==> src/rtl/aca_vl_ctrl_pkg.sv <==
// Shared definitions for the approximate-carry adder controller:
// datapath width, speculation window and controller state encoding.
package aca_vl_ctrl_pkg;

    localparam int ACA_W   = 8;   // adder width
    localparam int ACA_WIN = 4;   // carry look-back window in bits

    typedef enum logic [1:0] {
        IDLE = 2'd0,
        EVAL = 2'd1,
        FIX  = 2'd2,
        DONE = 2'd3
    } aca_state_e;

endpackage

==> src/rtl/ACA.sv <==
// Speculative (windowed-carry) adder. The carry into bit i is rebuilt from
// only the ACA_WIN bits below it; the global carry-in takes part only while
// the window still reaches down to bit 0.
module ACA
    import aca_vl_ctrl_pkg::*;
(
    input  logic [ACA_W-1:0] A,
    input  logic [ACA_W-1:0] B,
    input  logic             Cin,
    output logic [ACA_W-1:0] Sum,
    output logic             Cout
);

    logic [ACA_W:0] carry;
    logic           c_run;
    int             lo;

    // Rebuild each carry (and cout, as carry[ACA_W]) from its own short window
    always_comb begin
        carry    = '0;
        c_run    = 1'b0;
        lo       = 0;
        carry[0] = Cin;
        for (int i = 1; i <= ACA_W; i++) begin
            lo    = (i > ACA_WIN) ? (i - ACA_WIN) : 0;
            c_run = (lo == 0) ? Cin : 1'b0;
            for (int j = 0; j < ACA_W; j++) begin
                if ((j >= lo) && (j < i)) begin
                    c_run = (A[j] & B[j]) | (c_run & (A[j] ^ B[j]));
                end
            end
            carry[i] = c_run;
        end
    end

    assign Sum  = A ^ B ^ carry[ACA_W-1:0];
    assign Cout = carry[ACA_W];

endmodule

==> src/rtl/aca_vl_ctrl.sv <==
// Controller around the speculative adder: accepts one operand set, checks
// the speculative result against the exact sum and either returns it or
// spends one extra cycle returning the exact value.
// Handshake: a transfer happens on a rising edge where valid && ready are
// both high; the producer holds valid and data until that edge, and the
// result outputs stay frozen while out_valid is high and out_ready is low.
// Optional macro ACA_VL_CTRL_STATS_EN adds saturating op/error counters;
// without it op_cnt and err_cnt read as zero.
module aca_vl_ctrl
    import aca_vl_ctrl_pkg::*;
#(
    parameter int CNT_W = 16
) (
    input  logic             clk,
    input  logic             rst_n,
    input  logic             in_valid,
    output logic             in_ready,
    input  logic [7:0]       in_a,
    input  logic [7:0]       in_b,
    input  logic             in_cin,
    input  logic             approx_mode,
    output logic             out_valid,
    input  logic             out_ready,
    output logic [7:0]       out_sum,
    output logic             out_cout,
    output logic             out_err,
    output logic             out_fixed,
    output logic [CNT_W-1:0] op_cnt,
    output logic [CNT_W-1:0] err_cnt,
    output aca_state_e       dbg_state
);

    aca_state_e       state_q, state_d;
    logic [ACA_W-1:0] a_q, a_d, b_q, b_d;
    logic             cin_q, cin_d, approx_q, approx_d;
    logic [ACA_W-1:0] sum_q, sum_d;
    logic             cout_q, cout_d, err_q, err_d, fixed_q, fixed_d;

    logic [ACA_W-1:0] spec_sum;
    logic             spec_cout;
    logic [ACA_W:0]   exact;
    logic             spec_err;
    logic             out_hs;

    ACA u_aca (
        .A    (a_q),
        .B    (b_q),
        .Cin  (cin_q),
        .Sum  (spec_sum),
        .Cout (spec_cout)
    );

    assign exact    = {1'b0, a_q} + {1'b0, b_q} + {{ACA_W{1'b0}}, cin_q};
    assign spec_err = ({spec_cout, spec_sum} != exact);
    assign out_hs   = (state_q == DONE) && out_ready;

    // Next-state and result-register loading for the IDLE/EVAL/FIX/DONE flow
    always_comb begin
        state_d  = state_q;
        a_d      = a_q;
        b_d      = b_q;
        cin_d    = cin_q;
        approx_d = approx_q;
        sum_d    = sum_q;
        cout_d   = cout_q;
        err_d    = err_q;
        fixed_d  = fixed_q;
        case (state_q)
            IDLE: begin
                if (in_valid) begin
                    a_d      = in_a;
                    b_d      = in_b;
                    cin_d    = in_cin;
                    approx_d = approx_mode;
                    state_d  = EVAL;
                end
            end
            EVAL: begin
                if (!spec_err || approx_q) begin
                    sum_d   = spec_sum;
                    cout_d  = spec_cout;
                    err_d   = spec_err;
                    fixed_d = 1'b0;
                    state_d = DONE;
                end else begin
                    state_d = FIX;
                end
            end
            FIX: begin
                sum_d   = exact[ACA_W-1:0];
                cout_d  = exact[ACA_W];
                err_d   = 1'b1;
                fixed_d = 1'b1;
                state_d = DONE;
            end
            DONE: begin
                if (out_ready) begin
                    state_d = IDLE;
                end
            end
            default: state_d = IDLE;
        endcase
    end

    // State, operand and result registers; reset drops any operation in flight
    always_ff @(posedge clk or negedge rst_n) begin
        if (!rst_n) begin
            state_q  <= IDLE;
            a_q      <= '0;
            b_q      <= '0;
            cin_q    <= 1'b0;
            approx_q <= 1'b0;
            sum_q    <= '0;
            cout_q   <= 1'b0;
            err_q    <= 1'b0;
            fixed_q  <= 1'b0;
        end else begin
            state_q  <= state_d;
            a_q      <= a_d;
            b_q      <= b_d;
            cin_q    <= cin_d;
            approx_q <= approx_d;
            sum_q    <= sum_d;
            cout_q   <= cout_d;
            err_q    <= err_d;
            fixed_q  <= fixed_d;
        end
    end

    assign in_ready  = (state_q == IDLE);
    assign out_valid = (state_q == DONE);
    assign out_sum   = sum_q;
    assign out_cout  = cout_q;
    assign out_err   = err_q;
    assign out_fixed = fixed_q;
    assign dbg_state = state_q;

`ifdef ACA_VL_CTRL_STATS_EN
    localparam logic [CNT_W-1:0] CNT_ONE = {{(CNT_W-1){1'b0}}, 1'b1};
    localparam logic [CNT_W-1:0] CNT_MAX = {CNT_W{1'b1}};

    logic [CNT_W-1:0] op_cnt_q, op_cnt_d, err_cnt_q, err_cnt_d;

    // Saturating counts of delivered results and of delivered erroneous results
    always_comb begin
        op_cnt_d  = op_cnt_q;
        err_cnt_d = err_cnt_q;
        if (out_hs) begin
            if (op_cnt_q != CNT_MAX) begin
                op_cnt_d = op_cnt_q + CNT_ONE;
            end
            if (err_q && (err_cnt_q != CNT_MAX)) begin
                err_cnt_d = err_cnt_q + CNT_ONE;
            end
        end
    end

    // Counter registers
    always_ff @(posedge clk or negedge rst_n) begin
        if (!rst_n) begin
            op_cnt_q  <= '0;
            err_cnt_q <= '0;
        end else begin
            op_cnt_q  <= op_cnt_d;
            err_cnt_q <= err_cnt_d;
        end
    end

    assign op_cnt  = op_cnt_q;
    assign err_cnt = err_cnt_q;
`else
    assign op_cnt  = '0;
    assign err_cnt = '0;
`endif

endmodule

==> config.mk <==
export PLATFORM = sky130hd
export DESIGN_NAME = aca_vl_ctrl
export DESIGN_NICKNAME = d
export VERILOG_FILES = /design/src/rtl/aca_vl_ctrl_pkg.sv /design/src/rtl/ACA.sv /design/src/rtl/aca_vl_ctrl.sv
export SDC_FILE = /design/constraint.sdc
export NUM_CORES = 1
export LEC_CHECK = 0
export CELL_PAD_IN_SITES_DETAIL_PLACEMENT = 1
export CELL_PAD_IN_SITES_GLOBAL_PLACEMENT = 1
export CORE_AREA = 8 8 70 102
export DETAILED_ROUTE_END_ITERATION = 12
export DIE_AREA = 0 0 78 110
export PLACE_DENSITY = 0.84
export SYNTH_ARGS = -nofsm -noshare
export SYNTH_HDL_FRONTEND = slang
export SYNTH_SLANG_ARGS = --single-unit
export TNS_END_PERCENT = 5
==> constraint.sdc <==
create_clock -name clk -period 5.7 [get_ports clk]
set_input_delay 0.57 -clock clk [delete_from_list [all_inputs] [get_ports clk]]
set_output_delay 0.57 -clock clk [all_outputs]
set_load 0.01 [all_outputs]
==> impl_metrics.json <==
{
  "status": "completed",
  "ys_seq_area_share_pct": 37.2,
  "cp-start-kind": "flop",
  "drc": 0,
  "fillCellCount": 661,
  "initial_core_util_pct": 36.6,
  "path_common_cell": "fa_1",
  "synthCells": 187,
  "synthToLayoutAreaGrowth_pct": 21.0,
  "io_buffers": 36,
  "worstMarginPinSlew_ns": 0.780,
  "synth-warning-count": 0,
  "critPathMaxFanout": 9,
  "clk_pin_slew_ns": 0.07,
  "worstSetupPathType": "flop to flop",
  "cts_sinks": 31,
  "grt_max_degree": 32,
  "crit_path_end_kind": "flop",
  "core-area_mm2": 0.00570,
  "die_w_um": 78,
  "synth_area_mm2": 0.00209,
  "synth_cell_types": 40,
  "skew_ns": 0.00568,
  "slew_viol_final": 0,
  "wire_per_inst_um": 14.7,
  "grt_pass1_wl_mm": 7.56,
  "rsz0062_at_grt": "false",
  "cpPeakStageDelay_ns": 0.45,
  "crit_arrival_ns": 3.52,
  "num_vias": 1400,
  "globalplace.congestion": 0.874,
  "max-vdd-ir-drop_mv": 0.394,
  "grt-ovfl-total": 0,
  "fin_cells": 300,
  "cts-htree-levels": 2,
  "antenna_found_initial": 0,
  "crit_chain": "fa_1 -> inv_1 -> fa_1 -> fa_1 -> inv_1 -> fa_1 -> xnor3_1 -> nor3_4 -> o22ai_4 -> mux2_4",
  "rows": 34,
  "cts_buffer_depth": 2,
  "path_delay_family": "adder cells",
  "rr_startpoint": "b_q[0]$_DFFE_PN0P_",
  "leakagePower_nw": 1.17,
  "final_nets": 264,
  "cts_made_buffers": 5,
  "synthTopCellsByArea": "dfrtp_1 (37%), buf_4 (12%), mux2_2 (10%)",
  "cts_tree": "yes",
  "path_buf_inv": 2,
  "min_from": "b_q[5]$_DFFE_PN0P_",
  "tns_ns": 0,
  "holdBufCountCts": 0,
  "insertion_delay_ns": 0.29,
  "die_area_mm2": 0.00858,
  "fp.dieH_um": 110,
  "ios": 69,
  "max_cap_violations": 0,
  "worst_path_max_delay_cell": "fa_1",
  "first_iter_violations": 23,
  "relSlewSlack_pct": 47.9,
  "whs_path_depth": 1,
  "fmax_mhz": 298,
  "layout-drive-gt1-share_pct": 18.4,
  "regToRegEndpoint": "out_sum[3]$_DFFE_PN0P_",
  "min_to": "b_q[5]$_DFFE_PN0P_",
  "vias_per_cell": 4.67,
  "hold_violations": 0,
  "dp_cells": 292,
  "ant_nets": 0,
  "power_density_mw_per_mm2": 750,
  "critPathRequiredTime_ns": 5.87,
  "synth_top_area_cell": "dfrtp_1",
  "finalCritPeriodShare_pct": 58.8,
  "min_path_type": "flop to flop",
  "post-cts-setup-buffers": 0,
  "synth_top_area_share_pct": 37.2,
  "setup_violations": 0,
  "diodes": 0,
  "period_needed_ns": 3.35,
  "yosys_register_bits": 31,
  "dp_hpwl_mm": 3.55,
  "grt_usage_pct": 11.0,
  "r2r_cells": 10,
  "dr.pass1.iters": 3,
  "totalWireLength_mm": 4.42,
  "syn_area_per_cell_um2": 11.2,
  "root_buffer": "clkbuf_8",
  "r2r_slack_ns": 2.35,
  "grt_pass1_vias": 1621,
  "cts_resized": 0
}
-- through the flow --
stage / setup WS (ns) / instance area [µm²] / power (mW) / hold WS (ns) / utilization [%]
final: 2.35 / 2530 / 1.89 / 0.512 / 44.3
after CTS: 2.32 / 2530 / 1.93 / 0.517 / 44.3
after floorplan: 2.63 / 2200 / 1.38 / 0.274 / -
after global routing: 2.22 / 2530 / 2.06 / 0.539 / 44.3
after detailed placement: 2.38 / 2410 / 1.68 / 0.501 / 42.3
after global placement: 2.50 / 2410 / 1.62 / 0.493 / 42.3
-- power by group --
part	leakage, nW	internal [mW]	switching (mW)
Combinational	0.749	0.656	0.593
Clock	0.0612	0.141	0.0827
Sequential	0.363	0.340	0.0804
-- worst max path at each step --
| stage | end | start | cells past startpoint |
|---|---|---|---|
| after CTS | out_sum[3]$_DFFE_PN0P_ | b_q[0]$_DFFE_PN0P_ | 10 |
| after global placement | out_sum[0]$_DFFE_PN0P_ | a_q[0]$_DFFE_PN0P_ | 10 |
| after floorplan | out_cout$_DFFE_PN0P_ | a_q[0]$_DFFE_PN0P_ | 10 |
| after detailed placement | out_sum[3]$_DFFE_PN0P_ | b_q[0]$_DFFE_PN0P_ | 10 |
| final | out_sum[3]$_DFFE_PN0P_ | b_q[0]$_DFFE_PN0P_ | 10 |
| after global routing | out_cout$_DFFE_PN0P_ | a_q[0]$_DFFE_PN0P_ | 10 |
-- cell usage after synthesis, drive strengths merged --
cell type,number
nand3,1
ha,11
mux2,26
o32a,1
o22ai,2
fa,4
a21boi,1
nor3,5
conb,1
a21oi,11
o21ai,7
xnor2,4
xnor3,1
nand3b,1
nand4,1
nor2,5
o31a,1
dfrtp,31
a21o,4
buf,33
and3b,1
inv,14
nor2b,1
and4bb,1
nor4bb,2
o31ai,1
mux2i,2
xor2,1
a211oi,1
a31o,1
clkbuf,2
nor4,1
o21bai,1
nand2,7
-- cell usage in the layout (no fill, tap or decap), types with 2 or more instances in the layout --
cell type,netlist,layout
clkdlybuf4s50_1,0,36
conb_1,1,32
dfrtp_1,31,31
mux2_2,19,19
inv_1,14,14
ha_1,11,11
a21oi_1,9,9
nand2_1,7,7
o21ai_0,7,7
mux2_4,7,7
clkbuf_8,0,6
nor2_1,5,5
a21o_1,4,4
nor3_1,4,4
xnor2_1,4,4
fa_1,4,4
nor4bb_1,2,2
mux2i_1,2,2
-- cell families (layout without fill, tap and decap cells) --
kind of cell	count (synthesis)	after routing	share of synthesized area [%]
compound gates	31	31	10.5
xor+xnor	6	6	3.18
fa+ha+maj	15	15	10.4
buf+inv	49	59	14.6
flops	31	31	37.2
mux	28	28	16.2
other cells	1	32	0.180
simple gates	26	26	7.67
-- registers in the layout, indices dropped and copies added (netlist names) --
name	cells
out_cout	1
approx_q	1
out_err	1
dbg_state	2
cin_q	1
b_q	8
out_sum	8
a_q	8
out_fixed	1
-- metal layers --
metal | vias up | global-route usage, % | wire (µm)
li1 | 660 | - | -
met1 | 683 | 10.5 | 1620
met2 | 49 | 20.9 | 2410
met3 | 8 | 3.49 | 282
met4 | 0 | 5.59 | 107
met5 | - | 0 | 0
-- cell type report --
type	count	area [µm²]	area share [%]
clock buffers	6	82.6	3.27
inverters	14	52.6	2.08
clock inverters	2	35.0	1.39
well taps	72	90.1	3.57
flip-flops and latches	31	776	30.7
multi-input cells	138	1120	44.4
repair buffers	37	368	14.6
Note: power is estimated with default switching activity, not from simulation.
==> patch 1: new RTL, config.mk and constraints unchanged <==
Put one more register stage on the output `dbg_state`, without a reset. The value now appears one clock later. The other outputs are not delayed to match.
--- a/src/rtl/aca_vl_ctrl.sv
+++ b/src/rtl/aca_vl_ctrl.sv
@@ -133,7 +133,9 @@
     assign out_cout  = cout_q;
     assign out_err   = err_q;
     assign out_fixed = fixed_q;
-    assign dbg_state = state_q;
+    always_ff @(posedge clk) begin
+        dbg_state <= state_q;
+    end
 
 `ifdef ACA_VL_CTRL_STATS_EN
     localparam logic [CNT_W-1:0] CNT_ONE = {{(CNT_W-1){1'b0}}, 1'b1};
Behaviour: not the same (Yosys sat finds a counterexample within 4 cycles, from zero or initial values and one cycle with rst_n low).
==> patch 1 against the original RTL <==
  * Wire length rose by 24%
  * Synthesized area rose by 9.3%
  * Total power rose by 9.0%
  * Sequential cell count rose by 2
  * Sequential share of layout area fell by 0.50 points
  * Design area rose by 6.9%
  * Sequential power rose by 8.1%
  * Setup slack got worse by 0.52 ns
  * Critical path depth rose by 1
  * First-iteration DRC count rose by 100%
  * Via count rose by 18%
  * Largest cell class unchanged
==> patch 1: results (changes against the original RTL) <==
stage;metric;value;unit;change
status;outcome;complete, no violations;;
synthesis;synth_seq_area_share;35.8;%;-1.4 points
drt;drtPass1Iterations;4;;+1
drt;viasPerCell;5.07;;+8.6%
synthesis;netlist_top_cells_area;dfrtp_1, buf_4, mux2_2;;
synthesis;synthArstFlopShare;93.9;%;-6.1 points
finish;n_antenna_cell;0;;unchanged
setup_path;cp-endpoint;out_sum[5];;
setup_path;worst_ep_arrival_time;4.05;ns;+0.53 ns
setup_path;regToRegStartpoint;a_q[0];;
setup_path;slowest_stage;nor4_4;;
drt;drt_iter0_drc;46;;+100%
setup_path;r2r_slack;1.82;ns;-0.52 ns
global_routing;grt.total_usage;14.0;%;+2.9 points
synthesis;netlist_instances;214;;+14%
global_routing;first_global_vias;1920;;+18%
power_and_ir_drop;powerClk;0.232;mW;+4%
worst_hold_path;holdPathEnd;dbg_state[1];;
place;pre_cts_slack;1.80;ns;-0.583 ns
setup_path;cp_max_fo;8;;-1
synthesis;yosysUniqueCellTypes;55;;+38%
place;dp.cells;317;;+8.6%
setup_path;crit_path_max_incr_delay;0.60;ns;+0.15 ns
setup_path;r2r_cells;11;;+1
sta;clock_skew;0.00434;ns;-0.00134 ns
power_and_ir_drop;ir_drop;0.315;mV;-20%
power_and_ir_drop;power-per-cell-area;765;nW/um2;+2.0%
worst_hold_path;hold_depth;0;;-1
finish;drive_gt1_share;16.2;%;-2.2 points
cts;cts-root-buf;clkbuf_8;;
power_and_ir_drop;total_leakage_power;1.21;nW;+3.2%
place;placed_cell_area;2580;um2;+7.1%
sta;tightest_slew;0.791;ns;+0.0111 ns
drt;drt-total-wl;5470;um;+24%
power_and_ir_drop;p_int;1.17;mW;+2.6%
worst_hold_path;worstHoldStart;state_q[1];;
finish;nets;289;;+9.5%
sta;fmax;0.258;GHz;-14%
finish;nFillCells;649;;-1.8%
power_and_ir_drop;sequentialPowerShare;22.0;%;-0.2 points
synthesis;synth.top_cells.by_count;buf_4, dfrtp_1, mux2_2, inv_1, a21oi_1;;
[patch 1: changes by cell type after synthesis, moves of 3 or more]
cell and change:
a21oi_1 +5, nor2_1 +4, mux2_4 -3, mux2i_1 +3, nand3_1 +3, nor3_1 -3
[patch 1: kinds of logic after synthesis]
kind of cell,after synthesis,share of synthesized area [%]
compound gates,43,13.4
xor+xnor,4,1.54
fa+ha+maj,15,9.54
buf+inv,52,14.5
flops,33,35.8
mux,28,14.2
other cells,1,0.164
simple gates,38,10.8
[patch 1: layout make-up]
type	count	share of cell area, %
clock buffer	6	3.06
clock inverter	2	1.39
inverter	15	2.09
multi-input combinational	160	46.3
sequential	33	30.2
tap	72	3.34
timing repair buffer	37	13.6
[patch 1: per-layer routing]
layer  share of wire [%]  vias to the layer above  global-route usage, %
met1                  39                      823                   14.7
met5                   0                        -                      0
met3                 4.8                       11                   3.57
li1                    -                      761                      -
met4                 2.3                        0                   6.91
met2                  54                       52                   25.4
==> patch 2: new RTL, same settings <==
Without the edit above. The option `ACA_VL_CTRL_STATS_EN` is turned on by a define.
--- a/src/rtl/aca_vl_ctrl.sv
+++ b/src/rtl/aca_vl_ctrl.sv
@@ -6,6 +6,8 @@
 // result outputs stay frozen while out_valid is high and out_ready is low.
 // Optional macro ACA_VL_CTRL_STATS_EN adds saturating op/error counters;
 // without it op_cnt and err_cnt read as zero.
+`define ACA_VL_CTRL_STATS_EN
+
 module aca_vl_ctrl
     import aca_vl_ctrl_pkg::*;
 #(
Formal check against the unedited RTL: not equivalent (a bounded check fails within 4 cycles, from zero or initial values and one cycle with rst_n low).
==> patch 2 against the original RTL <==
  * Synthesized area up 58%
  * Clock power is 63% higher
  * Sequential power grew 81%
  * Critical path type unchanged
  * Utilization grew 30 points
  * Wire length increased to 2.7 times the old value
  * Critical endpoint is now out_sum[7]
  * Count of clock-buffer cells in the layout grew 5
  * Total power rose by 45%
  * Synthesized cell count grew 55%
  * Design area up 67%
  * Largest power group unchanged
  * Sequential cell count grew 32
  * Maximum frequency shrank 5.6%
  * Setup slack worse by 0.20 ns
==> patch 2: results (changes against the original RTL) <==
stage;metric;value;unit;change
synthesis;yosysUniqueCellTypes;48;;+20%
setup_path;cp-endpoint;out_sum[7];;
sta;relSlewSlack;33.9;%;-14 points
place;finalWeightedCongestion;0.882;;+0.93%
synthesis;synth.top_cells.by_count;dfrtp_1, xnor2_1, inv_1, mux2_2;;
drt;vias;2779;;+99%
power_and_ir_drop;p_int;1.52;mW;+34%
drt;drt-met1-wl;4180;um;+160%
global_routing;first_global_vias;3155;;+95%
power_and_ir_drop;total_leakage_power;1.86;nW;+58%
synthesis;synth_seq_area_share;47.7;%;+11 points
drt;drt_iter0_drc;213;;+830%
cts;ctsResizeCount;0;;unchanged
global_routing;grt.total_usage;29.5;%;+18 points
drt;drtPass1Iterations;4;;+1
setup_path;r2r_slack;2.15;ns;-0.20 ns
drt;top_layer;met4;;
synthesis;netlist_top_cells_area;dfrtp_1, xnor2_1, mux2_2;;
setup_path;worst_ep_arrival_time;3.80;ns;+0.28 ns
place;dp_hpwl;7320;um;+110%
drt;post-route-drc-count;0;;unchanged
power_and_ir_drop;ir_drop;0.625;mV;+58%
finish;drive_gt1_share;13.3;%;-5.1 points
setup_path;regToRegStartpoint;a_q[0];;
global_routing;grt_start_max_net_pins;64;;+100%
place;pre_cts_slack;2.28;ns;-0.102 ns
drt;wl_per_cell;27.4;um;+86%
setup_path;cp_max_fo;8;;-1
drt;wl_met2;6600;um;+170%
sta;fmax;0.282;GHz;-5.6%
sta;clock_skew;0.00749;ns;+0.00181 ns
cts;htree_levels;3;;+1
status;outcome;complete, no violations;;
place;placed_cell_area;4040;um2;+68%
cts;insertion_delay;0.36;ns;+0.07 ns
drt;wl_met3;677;um;+140%
finish;nets;402;;+52%
cts;cts_inserted_buffers;9;;+4
global_routing;grt_pass1_wl;18800;um;+150%
worst_hold_path;hold_class;in2async;;
place;port_buffers;68;;+89%
## patch 2: cell count changes in the layout (fill, tap and decap cells not counted), sizes merged, moves of 5 or more
cell           delta
xnor2            +24
nand3            +17
conb             -32
xor2              +6
dfrtp            +32
clkbuf            +5
nor2              +8
nand4            +11
clkdlybuf4s50    +31
inv               +5
nand2            +11
## patch 2: worst min-delay path by stage
stage | to | slack (ns) | depth (start not counted)
detailed placement | err_cnt[12] | 0.50 | 1
global route | err_cnt[13] | 0.46 | 2
CTS | err_cnt[4] | 0.42 | 2
finish | err_cnt[6] | 0.39 | 2
global placement | op_cnt[13] | 0.47 | 1
floorplan | a_q[0] | 0.27 | 0
## patch 2: worst max-delay path, stage by stage (launching register included)
cell     delay, ns
dfrtp_1       0.39
fa_1          0.23
inv_1         0.07
fa_1          0.41
fa_1          0.37
inv_1         0.09
fa_1          0.48
xnor3_1       0.44
a31oi_4       0.31
mux2_4        0.32
mux2_4        0.32
## patch 2: per-layer routing
layer  global-route usage, %  up-vias
li1                        -     1161
met1                    30.5     1446
met2                    53.2      129
met3                    6.41       43
met4                    18.4        0
met5                       0        -
## patch 2: kinds of logic after synthesis
logic type	Yosys count	synth area share, %
AND/OR/NAND/NOR	85	13.4
buffers and inverters	25	3.11
multiplexers	32	11.6
adder cells (fa/ha/maj)	17	7.35
flip-flops	63	47.7
AO/OA/AOI/OAI	31	6.82
XOR/XNOR	36	9.97
## patch 2: power by group through the flow
stage / Clock, mW / Combinational [mW] / Sequential [mW]
final: 0.364 / 1.62 / 0.760
after floorplan: 0 / 1.01 / 0.739
after global routing: 0.380 / 1.70 / 0.769
after global placement: 0 / 1.36 / 0.732
after CTS: 0.364 / 1.61 / 0.752
after detailed placement: 0 / 1.49 / 0.743
## patch 2: per-stage QoR
stage	util [%]	power, mW	cells	hold slack (ns)
after floorplan	-	1.75	289	0.274
after global placement	70.9	2.09	424	0.475
after detailed placement	70.9	2.23	424	0.498
after CTS	74.0	2.72	440	0.415
after global routing	74.0	2.85	440	0.457
final	74.0	2.74	440	0.392
## patch 2: cell type report
class	count	area, um2
Inverter	19	71.3
Clock inverter	5	33.8
Sequential cell	63	1580
Fill cell	545	1480
Clock buffer	11	141
Multi-Input combinational cell	201	1620
Tap cell	72	90.1
Timing Repair Buffer	69	683
